### config.mk
export PLATFORM = sky130hd
export DESIGN_NAME = io_port_arbiter
export DESIGN_NICKNAME = d
export VERILOG_FILES = /design/src/rtl/io_arb_pkg.sv /design/src/rtl/io_port_arbiter_rr.sv /design/src/rtl/io_port_arbiter.sv
export SDC_FILE = /design/constraint.sdc
export NUM_CORES = 1
export LEC_CHECK = 0
export CAP_MARGIN = 15
export CORE_MARGIN = 2
export CORE_UTILIZATION = 23
export DETAILED_ROUTE_END_ITERATION = 16
export SLEW_MARGIN = 30
export SYNTH_ARGS = -nofsm -noshare
export SYNTH_HDL_FRONTEND = slang
export SYNTH_SLANG_ARGS = --single-unit
export TNS_END_PERCENT = 20
### constraint.sdc
create_clock -name clk -period 3.3 [get_ports clk]
set_clock_uncertainty 0.1 [all_clocks]
set_input_delay 0.495 -clock clk [delete_from_list [all_inputs] [get_ports clk]]
set_output_delay 0.495 -clock clk [all_outputs]
set_load 0.02 [all_outputs]
### src/rtl/io_arb_pkg.sv
`default_nettype none
// ============================================================================
// Module   : io_arb_pkg
// Purpose  : Shared state encoding, grant codes and defaults for the IO arbiter
// Revision : 1.0  initial release
// ============================================================================
package io_arb_pkg;

    typedef enum logic [1:0] {
        S_IDLE   = 2'd0,
        S_SETUP  = 2'd1,
        S_STROBE = 2'd2,
        S_DONE   = 2'd3
    } state_e;

    localparam logic [1:0] GNT_A = 2'b01;
    localparam logic [1:0] GNT_B = 2'b10;

    localparam int unsigned DEF_NUM_PORTS     = 8;
    localparam int unsigned DEF_STROBE_CYCLES = 2;

endpackage
`default_nettype wire

### src/rtl/io_port_arbiter_rr.sv
`default_nettype none
// ============================================================================
// Module   : rr_arbiter2
// Purpose  : Two-way round-robin arbiter; the pointer moves only on a tie
// Revision : 1.0  initial release
// ============================================================================
module rr_arbiter2
    import io_arb_pkg::*;
(
    input  logic       clk,
    input  logic       rst,
    input  logic [1:0] req_i,
    input  logic       update_i,
    output logic [1:0] gnt_o
);

    logic last_b_q;

    always_ff @(posedge clk or posedge rst) begin
        if (rst) begin
            last_b_q <= 1'b1;
        end else if (update_i) begin
            last_b_q <= gnt_o[1];
        end
    end

    always_comb begin
        gnt_o = 2'b00;
        if (req_i == 2'b11) begin
            gnt_o = last_b_q ? GNT_A : GNT_B;
        end else if (req_i[0]) begin
            gnt_o = GNT_A;
        end else if (req_i[1]) begin
            gnt_o = GNT_B;
        end
    end

endmodule
`default_nettype wire

### src/rtl/io_port_arbiter.sv
`default_nettype none
// ============================================================================
// Module   : io_port_arbiter
// Purpose  : Shares the IO port block between two requesters with fixed
//            setup / strobe / release timing and registered outputs
// Revision : 1.0  initial release
// ============================================================================
module io_port_arbiter
    import io_arb_pkg::*;
#(
    parameter int unsigned NUM_PORTS     = DEF_NUM_PORTS,
    parameter int unsigned STROBE_CYCLES = DEF_STROBE_CYCLES,
    parameter int unsigned ADDR_W        = 8,
    parameter int unsigned DATA_W        = 8
) (
    input  logic              clk,
    input  logic              rst,
    input  logic              a_req,
    input  logic              a_we,
    input  logic [ADDR_W-1:0] a_addr,
    input  logic [DATA_W-1:0] a_wdata,
    output logic              a_ack,
    output logic              a_err,
    output logic [DATA_W-1:0] a_rdata,
    input  logic              b_req,
    input  logic              b_we,
    input  logic [ADDR_W-1:0] b_addr,
    input  logic [DATA_W-1:0] b_wdata,
    output logic              b_ack,
    output logic              b_err,
    output logic [DATA_W-1:0] b_rdata,
    output logic [ADDR_W-1:0] addr,
    output logic              RE,
    output logic              WE,
    output logic [DATA_W-1:0] Din,
    input  logic [DATA_W-1:0] Dout,
    output logic              busy
);

    localparam logic [ADDR_W:0] C_NUM_PORTS   = (ADDR_W+1)'(NUM_PORTS);
    localparam logic [3:0]      C_STROBE_LAST = 4'(STROBE_CYCLES - 1);

    state_e              state_q, state_d;
    logic [3:0]          cnt_q, cnt_d;
    logic                gnt_b_q, gnt_b_d;
    logic                op_wr_q, op_wr_d;
    logic                op_err_q, op_err_d;
    logic                re_q, re_d;
    logic                we_q, we_d;
    logic [ADDR_W-1:0]   addr_q, addr_d;
    logic [DATA_W-1:0]   din_q, din_d;
    logic                a_ack_q, a_ack_d, b_ack_q, b_ack_d;
    logic                a_err_q, a_err_d, b_err_q, b_err_d;
    logic [DATA_W-1:0]   a_rdata_q, a_rdata_d, b_rdata_q, b_rdata_d;
    logic                busy_q, busy_d;

    logic [1:0]          w_req;
    logic [1:0]          w_gnt;
    logic                w_update;
    logic                w_sel_we;
    logic [ADDR_W-1:0]   w_sel_addr;
    logic [DATA_W-1:0]   w_sel_wdata;
    logic                w_sel_bad;

    assign w_req    = {b_req, a_req};
    assign w_update = (state_q == S_IDLE) && (w_req == 2'b11);

    rr_arbiter2 u_arb (
        .clk      (clk),
        .rst      (rst),
        .req_i    (w_req),
        .update_i (w_update),
        .gnt_o    (w_gnt)
    );

    assign w_sel_we    = w_gnt[1] ? b_we    : a_we;
    assign w_sel_addr  = w_gnt[1] ? b_addr  : a_addr;
    assign w_sel_wdata = w_gnt[1] ? b_wdata : a_wdata;
    assign w_sel_bad   = ({1'b0, w_sel_addr} >= C_NUM_PORTS);

    always_ff @(posedge clk or posedge rst) begin
        if (rst) begin
            state_q   <= S_IDLE;
            cnt_q     <= '0;
            gnt_b_q   <= 1'b0;
            op_wr_q   <= 1'b0;
            op_err_q  <= 1'b0;
            re_q      <= 1'b0;
            we_q      <= 1'b0;
            addr_q    <= '0;
            din_q     <= '0;
            a_ack_q   <= 1'b0;
            b_ack_q   <= 1'b0;
            a_err_q   <= 1'b0;
            b_err_q   <= 1'b0;
            a_rdata_q <= '0;
            b_rdata_q <= '0;
            busy_q    <= 1'b0;
        end else begin
            state_q   <= state_d;
            cnt_q     <= cnt_d;
            gnt_b_q   <= gnt_b_d;
            op_wr_q   <= op_wr_d;
            op_err_q  <= op_err_d;
            re_q      <= re_d;
            we_q      <= we_d;
            addr_q    <= addr_d;
            din_q     <= din_d;
            a_ack_q   <= a_ack_d;
            b_ack_q   <= b_ack_d;
            a_err_q   <= a_err_d;
            b_err_q   <= b_err_d;
            a_rdata_q <= a_rdata_d;
            b_rdata_q <= b_rdata_d;
            busy_q    <= busy_d;
        end
    end

    always_comb begin
        state_d   = state_q;
        cnt_d     = cnt_q;
        gnt_b_d   = gnt_b_q;
        op_wr_d   = op_wr_q;
        op_err_d  = op_err_q;
        re_d      = 1'b0;
        we_d      = 1'b0;
        addr_d    = addr_q;
        din_d     = din_q;
        a_ack_d   = 1'b0;
        b_ack_d   = 1'b0;
        a_err_d   = 1'b0;
        b_err_d   = 1'b0;
        a_rdata_d = a_rdata_q;
        b_rdata_d = b_rdata_q;

        case (state_q)
            S_IDLE: begin
                if (|w_req) begin
                    gnt_b_d  = w_gnt[1];
                    op_wr_d  = w_sel_we;
                    op_err_d = w_sel_bad;
                    // Out-of-range requests never touch the port pins.
                    if (w_sel_bad) begin
                        state_d = S_DONE;
                    end else begin
                        state_d = S_SETUP;
                        addr_d  = w_sel_addr;
                        if (w_sel_we) begin
                            din_d = w_sel_wdata;
                        end
                    end
                end
            end
            S_SETUP: begin
                state_d = S_STROBE;
                cnt_d   = C_STROBE_LAST;
                re_d    = ~op_wr_q;
                we_d    = op_wr_q;
            end
            S_STROBE: begin
                if (cnt_q == 4'd0) begin
                    state_d = S_DONE;
                    if (!op_wr_q) begin
                        if (gnt_b_q) b_rdata_d = Dout;
                        else         a_rdata_d = Dout;
                    end
                end else begin
                    cnt_d = cnt_q - 4'd1;
                    re_d  = re_q;
                    we_d  = we_q;
                end
            end
            S_DONE: begin
                state_d = S_IDLE;
                a_ack_d = ~gnt_b_q;
                b_ack_d = gnt_b_q;
                a_err_d = ~gnt_b_q & op_err_q;
                b_err_d = gnt_b_q & op_err_q;
                if (op_err_q) begin
                    if (gnt_b_q) b_rdata_d = '0;
                    else         a_rdata_d = '0;
                end
            end
            default: state_d = S_IDLE;
        endcase

        busy_d = (state_d != S_IDLE);
    end

    assign addr    = addr_q;
    assign Din     = din_q;
    assign RE      = re_q;
    assign WE      = we_q;
    assign a_ack   = a_ack_q;
    assign b_ack   = b_ack_q;
    assign a_err   = a_err_q;
    assign b_err   = b_err_q;
    assign a_rdata = a_rdata_q;
    assign b_rdata = b_rdata_q;
    assign busy    = busy_q;

endmodule
`default_nettype wire
## Yosys cells after proc, flatten, opt, wreduce, memory -nomap -nowiden

Index checks and enable logic that the tools add are counted.

- Flip-flop bits (word level): 49
- Input bits: 46
- RAM bits: 0
- Memory bits (read-only): 0
- Bits in latches: 0
- Memories: 0

- Add/sub/neg operators: 1
- Magnitude comparators: 1
- Div/mod/pow operators: 0
- Mux-type cells: 32
- Reductions and logical operators: 13
- Multipliers: 0
- Shifts and indexed selects: 0
- Eq/ne operators: 12
- Bitwise operators: 5

Operator list:

| cell | number |
|---|---|
| 8-bit two-way mux | 12 |
| 8-bit case mux with 2 select lines | 2 |
| 2-bit inequality test (second input constant) | 8 |
| 2-bit two-way mux | 7 |
| 6-bit AND reduction | 2 |
| 8-bit by 4-bit greater-or-equal comparator with 1-bit output (second input constant) | 1 |
| 2-bit case mux with 4 select lines | 1 |
| 4-bit case mux with 2 select lines | 1 |
| 2-bit == test (second input constant) | 3 |
| 1-bit two-way mux | 6 |
| 2-bit nonzero test | 3 |
| 4-bit zero test | 1 |
| 4-bit two-way mux | 1 |
| 1-bit case mux with 2 select lines | 2 |
| 2-bit AND reduction | 2 |
| 4-bit AND reduction | 1 |
| 4-bit by 1-bit subtractor with 4-bit output (second input constant) | 1 |
| 1-bit NOT | 3 |
| 3-bit AND reduction | 1 |
| 1-bit AND | 2 |
| 2-bit by 1-bit == test with 1-bit output (second input constant) | 1 |
| 2-bit zero test | 1 |
| 2-bit OR reduction | 1 |
| 1-bit logical AND | 1 |

## Longest topological paths before layout

Gate-level depths: netlist of run 1.

- Depth after elaboration: 9
- Depth in mapped cells: 7
- Gate-level depth less buffers: 6

## Cells and area by module

Synthesis of run 1 repeated with hierarchy kept, for this count alone.

- Cells, all modules: 179
- Area total of the unflattened synthesis: 2278.4 µm²

Modules (own cells, without submodules):

| module | seq. area each (µm²) | times used | area an instance (µm²) | cells each |
|---|---|---|---|---|
| io_port_arbiter | 1201.2 | 1 | 2210.9 | 173 |
| rr_arbiter2 | 26.3 | 1 | 67.6 | 6 |

## Least setup slack after synthesis of run 1

OpenSTA, ideal clock, no wires.

- Kind: input -> register
- Start point: input port a_addr[6]
- End point: register din_q[0] (netlist: Din[0])
- Stages: 4
- Data arrival time: 2.004 ns
- Data required time: 3.075 ns
- Path buffers: 0
- Slack: 1.071 ns
- Library setup time: 0.125 ns
- Cell sequence: or4_1 or3_4 a22oi_4 mux2_2

- Cells in the longest elaborated chain, start to end: 4

Ends and longest elaborated chain:

| element | line | source |
|---|---|---|
| start, declared | io_port_arbiter.sv:20 | `input logic [ADDR_W-1:0] a_addr,` |
| 8-bit two-way mux | io_port_arbiter.sv:77 | `assign w_sel_addr = w_gnt[1] ? b_addr : a_addr;` |
| 8-bit by 4-bit greater-or-equal comparator with 1-bit output | io_port_arbiter.sv:79 | `assign w_sel_bad = ({1'b0, w_sel_addr} >= C_NUM_PORTS);` |
| 1-bit NOT (no source line) | n/a |  |
| 4-bit AND reduction (no source line) | n/a |  |
| end signal, assigned | io_port_arbiter.sv:108 | `din_q <= din_d;` |
| end, declared | io_port_arbiter.sv:51 | `logic [DATA_W-1:0] din_q, din_d;` |

No other way between the ends.
A chain may end at the register's enable or synchronous reset.

## Worst setup path in the final report of run 1

- Start point: register state_q[0]
- End point: register din_q[7] (netlist: Din[7])

- Cells in the longest elaborated chain, start to end: 2

Ends and longest elaborated chain:

| element | line | source |
|---|---|---|
| start, declared | io_port_arbiter.sv:43 | `state_e state_q, state_d;` |
| start signal, assigned | io_port_arbiter.sv:100 | `state_q <= state_d;` |
| 2-bit zero test | io_port_arbiter.sv:136 | `case (state_q)` |
| 4-bit AND reduction (no source line) | n/a |  |

No other way between the ends.

==> results.cfg, run 1 <==
[detailed_routing]
wire_per_inst_um = 12.4
drc = 0
drt_iter0_drc = 37
wl_um = 4950
viasPerCell = 4.11
firstDrtPassIters = 4
via_count = 1635
ant_nets = 0

[clock_tree]
htreeDepth = 2
cts_tree = built
clockRootBuffer = clkbuf_8
cts_resized = 0
cts_setup_buffers = 0
numCtsBuffers = 5
clkSinkCount = 49
path_clk_slew_ns = 0.09
clk_latency_ns = 0.30
max-clock-path-buffers = 2
cts_hold_buf = 0

[synthesis]
yosysWarnings = 0
synth_top_family_by_area = multiplexers
synthesis.area_um2 = 2220
yosys.area_share.adder = 0.0394
syn_nets = 230
synthMuxAreaShare = 0.193
yosysSeqAreaShare = 0.552
synthXorXnorAreaFrac = 0.00394
synthTopCellsByArea = dfrtp_1 54%, mux2_2 19%, ha_1 3.9%
async_flop_share = 1.00
synth.most_common_cell = dfrtp_1
syn_inst = 177
ys_types = 32
netlist_top_cells_count = 48 x dfrtp_1, 38 x mux2_2, 14 x o21ai_0
ys_ff_latch = 49
synth.avg_cell_area_um2 = 12.6
ys.flop_type = dfrtp_1
synth_edf_count = 0
synth_compound_area_frac = 0.0664
synth-simple-area-share = 0.126
synth_top_cell_by_area = dfrtp_1
synth_top_area_share = 0.541

[critical_path]
regToRegSetupSlack_ns = 0.86
critical_path.max_fanout = 8
cpMaxStageDelayCell = or3b_2
cp-start-kind = flip-flop
regToRegStartpoint = state_q[0]$_DFF_PP0_
arrival_ns = 2.53
crit_chain = inv_1 > ha_1 > o21ai_0 > buf_4 > or3b_2 > a22oi_4 > mux2_2
crit_required_ns = 3.39
worstReg2RegEnd = Din[7]$_DFFE_PP0P_
end_kind = flip-flop
r2r_cells = 7
max_stage_delay_ns = 0.49
crit_type = reg -> reg

[grt]
overflow = 0
grt_pass1_vias = 1693
antenna_found_initial = 0
grtUsageTotal = 0.100
grt_pass1_wl_um = 8100
grt_max_degree = 50

[floorplan]
io_pins = 85
fp-row-count = 35
die_y_um = 102
die_area_um2 = 10500
die_w_um = 102
core-area_um2 = 9330
initial_core_util = 0.238

[place]
gp_congestion = 0.793
hpwl_um = 3740
port_buffers = 84

[sta]
fmax_ghz = 0.409
setup_viol = 0
min_period_over_period = 0.740
hold_viol = 0
rsz0062_at_grt = false
min_period_ns = 2.44
slew_violations = 0
whs_ns = 0.391
slew_headroom = 0.593
finalSetupTns_ns = 0
worst_slew_pin_slew_ns = 0.611

[hold_path]
hp-class = reg -> reg
hold_end = addr[5]$_DFFE_PP0P_
min_path_cells = 1
min_from = addr[5]$_DFFE_PP0P_

[power]
pwr_density_cell_nw_per_um2 = 775
fin_total_pwr_w = 0.00257
p_leak_nw = 1.41
ir_worst_vdd_uv = 241

[final_layout]
area_growth_pct = 49.1
final_net_count = 321
antenna_cells = 0
drive_gt1_frac = 0.208

[job]
drv_cap = 0

[outcome]
status = completed
[worst max-delay path by stage]
| stage | from | end | slack [ns] |
|---|---|---|---|
| floorplan | a_addr[6] | Din[0]$_DFFE_PP0P_ | 1.07 |
| global placement | a_addr[6] | Din[6]$_DFFE_PP0P_ | 0.59 |
| detailed placement | a_addr[6] | Din[7]$_DFFE_PP0P_ | 0.55 |
| CTS | state_q[0]$_DFF_PP0_ | Din[7]$_DFFE_PP0P_ | 0.83 |
| global route | cnt_q[0]$_DFFE_PP0P_ | a_rdata[6]$_DFFE_PP0P_ | 0.71 |
| finish | state_q[0]$_DFF_PP0_ | Din[7]$_DFFE_PP0P_ | 0.86 |
[stage by stage]
step | std cells | setup slack [ns] | utilization | cell area, µm²
after floorplan | 177 | 1.07 | - | 2220
after global placement | 390 | 0.594 | 0.346 | 3230
after detailed placement | 390 | 0.546 | 0.346 | 3230
after CTS | 398 | 0.833 | 0.355 | 3310
after global routing | 398 | 0.705 | 0.355 | 3310
final | 398 | 0.857 | 0.355 | 3310
[cells by family (layout without fill, tap and decap cells)]
kind of cell / count (synthesis) / count (layout)
and+or+nand+nor: 51 / 51
DFF: 49 / 49
muxes: 38 / 38
AOI/OAI and AO/OA: 22 / 22
buffers and inverters: 9 / 101
adders and majority gates: 7 / 7
xor gates and xnor gates: 1 / 1
[report_power, final]
part / leakage, nW / switching [W] / internal [W] / total, W
Sequential: 0.626 / 0.000139 / 0.000828 / 0.000967
Combinational: 0.745 / 0.000606 / 0.000649 / 0.00125
Clock: 0.0385 / 0.000196 / 0.000150 / 0.000346
Total: 1.41 / 0.000941 / 0.00163 / 0.00257
[layout make-up]
| type | count | area, µm² |
|---|---|---|
| Clock inverter | 1 | 7.51 |
| Clock buffer | 7 | 76.3 |
| Inverter | 6 | 25.0 |
| Sequential cell | 49 | 1230 |
| Multi-Input combinational cell | 119 | 952 |
| Fill cell | 921 | 6010 |
| Tap cell | 129 | 161 |
| Timing Repair Buffer | 87 | 863 |
[metal layers]
layer  up-vias  GRT usage  share of wire
met5         -          0              0
met3         7     0.0417          0.087
met4         0     0.0308          0.013
li1        805          -              -
met1       753      0.120           0.44
met2        70      0.164           0.46
[cells in the final DEF, fill, tap and decap left out, types with 3 or more instances in the layout]
master           netlist  final
clkbuf_8               0      5
dfrtp_1               48     48
o21ai_0               14     14
inv_1                  6      5
nor2_1                 6      6
nor2b_1                9      9
nand3_1                5      5
and2_1                 6      6
nand2_1               13     13
ha_1                   7      7
clkdlybuf4s50_1        0     84
buf_4                  0      3
mux2_2                38     38
[flip-flops by register name, indices dropped and copies added (netlist names), 2 cells and up]
| name | cells |
|---|---|
| a_rdata | 8 |
| cnt_q | 4 |
| state_q | 2 |
| Din | 8 |
| addr | 8 |
| b_rdata | 8 |
[worst max-delay path, delay by kind of cell, from the launching register on]
family          cells  cell delay [ns]
compound gates      2             0.41
fa+ha+maj           1             0.24
buf+inv             2             0.29
flops               1             0.43
mux                 1             0.38
simple gates        1             0.49
(Power assumes the default switching activity.)
==> run 2: changes to the inputs <==
==> constraint.sdc (replaced) <==
create_clock -name clk -period 2.2 [get_ports clk]
set_clock_uncertainty 0.1 [all_clocks]
set_input_delay 0.33 -clock clk [delete_from_list [all_inputs] [get_ports clk]]
set_output_delay 0.33 -clock clk [all_outputs]
set_load 0.02 [all_outputs]
==> run 2 against run 1 <==
Net effect:
- the flow now finishes with violations (negative setup slack)
- register-to-register slack worse by 0.79 ns
- largest power group unchanged
- largest cell class unchanged
- cell count is 4.3% higher
- die area stayed put
==> results.cfg, run 2 (synthesized netlist as in run 1, its figures left out) <==
[grt]
grt_max_degree = 25
antenna_found_initial = 0
overflow = 0
grt_pass1_vias = 1814
grtUsageTotal = 0.104
grt_pass1_wl_um = 8540

[floorplan]
fp-row-count = 35
die_y_um = 102
core-area_um2 = 9330
initial_core_util = 0.238
io_pins = 85
die_area_um2 = 10500
die_w_um = 102

[sta]
slew_headroom = 0.746
slew_violations = 0
min_period_over_period = 1.00
hold_viol = 0
fmax_ghz = 0.453
worst_slew_pin_slew_ns = 0.381
finalSetupTns_ns = -0.00637
setup_viol = 1
rsz0062_at_grt = true
min_period_ns = 2.21
finalWorstSetupSlack_ns = -0.00637

[critical_path]
arrival_ns = 2.30
cp_num_buf_inv = 2
end_kind = flip-flop
cpMaxStageDelayCell = or4_1
cp-start-kind = primary input
crit_required_ns = 2.29
max_stage_delay_ns = 0.52
critical_path.max_fanout = 8
cpLargestDelayFamily = simple AND/OR/NAND/NOR gates
crit_type = in -> reg
crit_chain = clkdlybuf4s50_1 > or4_1 > or3_4 > a22oi_4 > buf_12 > mux2_2

[clock_tree]
max-clock-path-buffers = 2
cts_tree = built
clkSinkCount = 49
clk_latency_ns = 0.30
clockRootBuffer = clkbuf_8
htreeDepth = 2
numCtsBuffers = 5
path_clk_slew_ns = 0.09

[job]
drv_cap = 0

[detailed_routing]
ant_nets = 0
firstDrtPassIters = 4
wire_per_inst_um = 12.3
viasPerCell = 4.15
drt_iter0_drc = 38
drc = 0
via_count = 1723
wl_um = 5090

[power]
p_leak_nw = 1.52
fin_total_pwr_w = 0.00419
ir_worst_vdd_uv = 400
pwr_density_cell_nw_per_um2 = 1190

[final_layout]
area_growth_pct = 57.9
utilization = 0.376
seq_area_um2 = 1230
layout_commonest_cell = clkdlybuf4s50_1
fill_cells = 928
multi_input_area_um2 = 967
layout_common_cells = 84 x clkdlybuf4s50_1, 48 x dfrtp_1, 36 x mux2_2, 18 x buf_4, 13 x nand2_1
drive_gt1_frac = 0.269
final_net_count = 338
stdcell_count = 415
antenna_cells = 0

[place]
port_buffers = 84
dp.cells = 406
post-place-ws_ns = -0.412
gp_congestion = 0.722
hpwl_um = 4010

[hold_path]
hp-class = in -> async

[outcome]
violations = negative setup slack
status = finished, violations left
[run 2: cell types whose count changed in the layout (fill, tap and decap cells not counted), moves of 2 or more]
| cell | previous run | this run |
|---|---|---|
| buf_4 | 3 | 18 |
| buf_12 | 0 | 2 |
| clkbuf_1 | 2 | 0 |
| mux2_2 | 38 | 36 |
| mux2_4 | 0 | 2 |
| o21ai_0 | 14 | 12 |
[run 2: repair_timing]
action,CTS,global route
setup buffers,0,1
endpoints found under the hold margin,0,0
hold buffers,0,0
gates resized for setup,1,5
pin swaps,1,3
setup endpoints to repair,16,24
cloned,0,0
[run 2: metrics by stage]
stage	area (µm²)	hold WS [ns]
after floorplan	2220	0.364
after global placement	3360	0.361
after detailed placement	3360	0.366
after CTS	3470	0.199
after global routing	3510	0.205
final	3510	0.191
[run 2: final timing paths]
| check | slack, ns | end | from | depth (start not counted) |
|---|---|---|---|---|
| max | -0.006 | Din[1]$_DFFE_PP0P_ | a_addr[6] | 6 |
| min | 0.19 | addr[1]$_DFFE_PP0P_ | rst | 2 |
| max reg2reg | 0.07 | Din[1]$_DFFE_PP0P_ | state_q[0]$_DFF_PP0_ | 7 |
| min reg2reg | 0.38 | RE$_DFFE_PP0N_ | RE$_DFFE_PP0N_ | 2 |
| max in group asynchronous | 1.23 | u_arb.last_b_q$_DFFE_PP1P_ | rst | 3 |
| min in group clk | 0.38 | RE$_DFFE_PP0N_ | RE$_DFFE_PP0N_ | 2 |
[run 2: layout make-up]
type	instances	share of cell area
flip-flops and latches	49	0.350
repair buffers	104	0.289
multi-input cells	119	0.276
well taps	129	0.0460
clock buffers	5	0.0196
clock inverters	3	0.0132
inverters	6	0.00642
[run 2: routing by layer]
layer | up-vias | GRT usage | routed length (µm)
met2 | 71 | 0.171 | 2270
met3 | 6 | 0.0376 | 452
met4 | 0 | 0.0246 | 55
met1 | 815 | 0.130 | 2300
met5 | - | 0 | 0
li1 | 831 | - | -
[run 2: worst reg2reg max path, delay by kind of cell (launching register included)]
family                   cells  cell delay (ns)
AO/OA/AOI/OAI                2             0.28
adder cells (fa/ha/maj)      1             0.18
buffers and inverters        2             0.25
flip-flops                   1             0.38
multiplexers                 1             0.33
AND/OR/NAND/NOR              1             0.50
[run 2: where the power goes]
part	switching, W	internal (W)
registers	0.000189	0.00124
logic	0.000971	0.00114
clock network	0.000315	0.000341
total	0.00147	0.00272
==> run 3: changes to the inputs <==
--- a/config.mk
+++ b/config.mk
@@ -9,6 +9,7 @@
 export CORE_MARGIN = 2
 export CORE_UTILIZATION = 23
 export DETAILED_ROUTE_END_ITERATION = 16
+export REMOVE_ABC_BUFFERS = 1
 export SLEW_MARGIN = 30
 export SYNTH_ARGS = -nofsm -noshare
 export SYNTH_HDL_FRONTEND = slang
==> run 3 against run 2 <==
Net effect:
- the run now ends clean
- core utilization fell by 0.94 points
- global-route usage fell by 0.28 points
- clock-buffer cell count rose by 1
- via count fell by 1.7%
- critical path depth did not move
- die area did not move
- power fell by 5.3%
- fmax rose by 1.3%
- highest routed layer unchanged
==> results.cfg, run 3 (synthesized netlist as in run 1, its figures left out) <==
[power]
ir_worst_vdd_uv = 358
p_leak_nw = 1.48
fin_total_pwr_w = 0.00397
pwr_density_cell_nw_per_um2 = 1160

[sta]
slew_headroom = 0.671
worst_slew_pin_slew_ns = 0.492
hold_viol = 0
fmax_ghz = 0.459
rsz0062_at_grt = true
min_period_over_period = 0.990
finalWorstSetupSlack_ns = 0.0226
finalSetupTns_ns = 0
setup_viol = 0
slew_violations = 0
min_period_ns = 2.18

[detailed_routing]
drc = 0
drt_iter0_drc = 13
ant_nets = 0
firstDrtPassIters = 4
via_count = 1693
wl_um = 4950
viasPerCell = 4.13
wire_per_inst_um = 12.1

[grt]
grt_pass1_vias = 1771
antenna_found_initial = 0
overflow = 0
grt_max_degree = 24
grtUsageTotal = 0.101
grt_pass1_wl_um = 8340

[clock_tree]
clk_latency_ns = 0.29
path_clk_slew_ns = 0.08
max-clock-path-buffers = 2
clkSinkCount = 49
htreeDepth = 2
cts_tree = built
cts_hold_buf = 0
numCtsBuffers = 5
clockRootBuffer = clkbuf_8

[critical_path]
max_stage_delay_ns = 0.51
crit_required_ns = 2.29
end_kind = flip-flop
crit_type = in -> reg
crit_chain = clkdlybuf4s50_1 > or4_1 > or3_4 > a22oi_4 > buf_12 > mux2_2
cpMaxStageDelayCell = or4_1
arrival_ns = 2.26
cp-start-kind = primary input
critical_path.max_fanout = 8

[floorplan]
die_w_um = 102
initial_core_util = 0.238
fp-row-count = 35
core-area_um2 = 9330
die_area_um2 = 10500
die_y_um = 102
io_pins = 85

[final_layout]
area_growth_pct = 54.0
seq_area_um2 = 1230
drive_gt1_frac = 0.256
fill_cells = 949
layout_commonest_cell = clkdlybuf4s50_1
antenna_cells = 0
layout_common_cells = 84 x clkdlybuf4s50_1, 48 x dfrtp_1, 38 x mux2_2, 14 x buf_4
final_net_count = 333
fin_area_um2 = 3420
utilization = 0.367
multi_input_area_um2 = 962

[place]
place_area_um2 = 3310
hpwl_um = 3930
post-place-ws_ns = -0.379
gp_congestion = 0.748
port_buffers = 84

[job]
drv_cap = 0

[outcome]
status = completed

[hold_path]
hp-class = in -> async
==> run 3: through the flow <==
| step | cells | hold slack [ns] |
|---|---|---|
| after global placement | 401 | 0.375 |
| final | 410 | 0.273 |
| after global routing | 410 | 0.309 |
| after detailed placement | 401 | 0.366 |
| after CTS | 410 | 0.289 |
| after floorplan | 174 | 0.364 |
==> run 3: worst max-delay path: cells and delay by family <==
| family | cells | cell delay [ns] |
|---|---|---|
| AND/OR/NAND/NOR | 2 | 0.88 |
| AO/OA/AOI/OAI | 1 | 0.19 |
| buffers and inverters | 2 | 0.53 |
| multiplexers | 1 | 0.33 |
==> run 3: power breakdown <==
part           switching, W  internal, W  leakage, nW
Combinational      0.000950      0.00108        0.809
Sequential         0.000193      0.00124        0.626
Clock              0.000285     0.000221       0.0450
Total               0.00143      0.00254         1.48
==> run 3: final cells by class <==
| type | instances | area share |
|---|---|---|
| Clock buffer | 6 | 0.0212 |
| Clock inverter | 2 | 0.00293 |
| Inverter | 6 | 0.00658 |
| Multi-Input combinational cell | 119 | 0.281 |
| Sequential cell | 49 | 0.359 |
| Tap cell | 129 | 0.0472 |
| Timing Repair Buffer | 99 | 0.282 |
==> run 3: path summary, 6_finish.rpt <==
path	start	endpoint	slack (ns)	cells after the start
worst max-delay path	a_addr[3]	Din[0]$_DFFE_PP0P_	0.02	6
worst min-delay path	rst	addr[0]$_DFFE_PP0P_	0.27	2
worst max register to register	cnt_q[0]$_DFFE_PP0P_	a_rdata[6]$_DFFE_PP0P_	0.16	7
worst min register to register	RE$_DFFE_PP0N_	RE$_DFFE_PP0N_	0.38	2
max in group asynchronous	rst	a_rdata[0]$_DFFE_PP0P_	1.17	3
min in group clk	RE$_DFFE_PP0N_	RE$_DFFE_PP0N_	0.38	2
==> run 3: what timing repair did <==
action,CTS,global route
pin swaps,1,1
setup buffers,1,0
setup endpoints to repair,16,16
resized for setup,2,4
==> run 3: metal layers <==
layer  global-route usage  vias to the layer above  part of all wire
met2                0.163                       62              0.47
met1                0.129                      808              0.45
met3               0.0342                        4             0.078
li1                     -                      819                 -
met4               0.0277                        0            0.0028
met5                    0                        -                 0
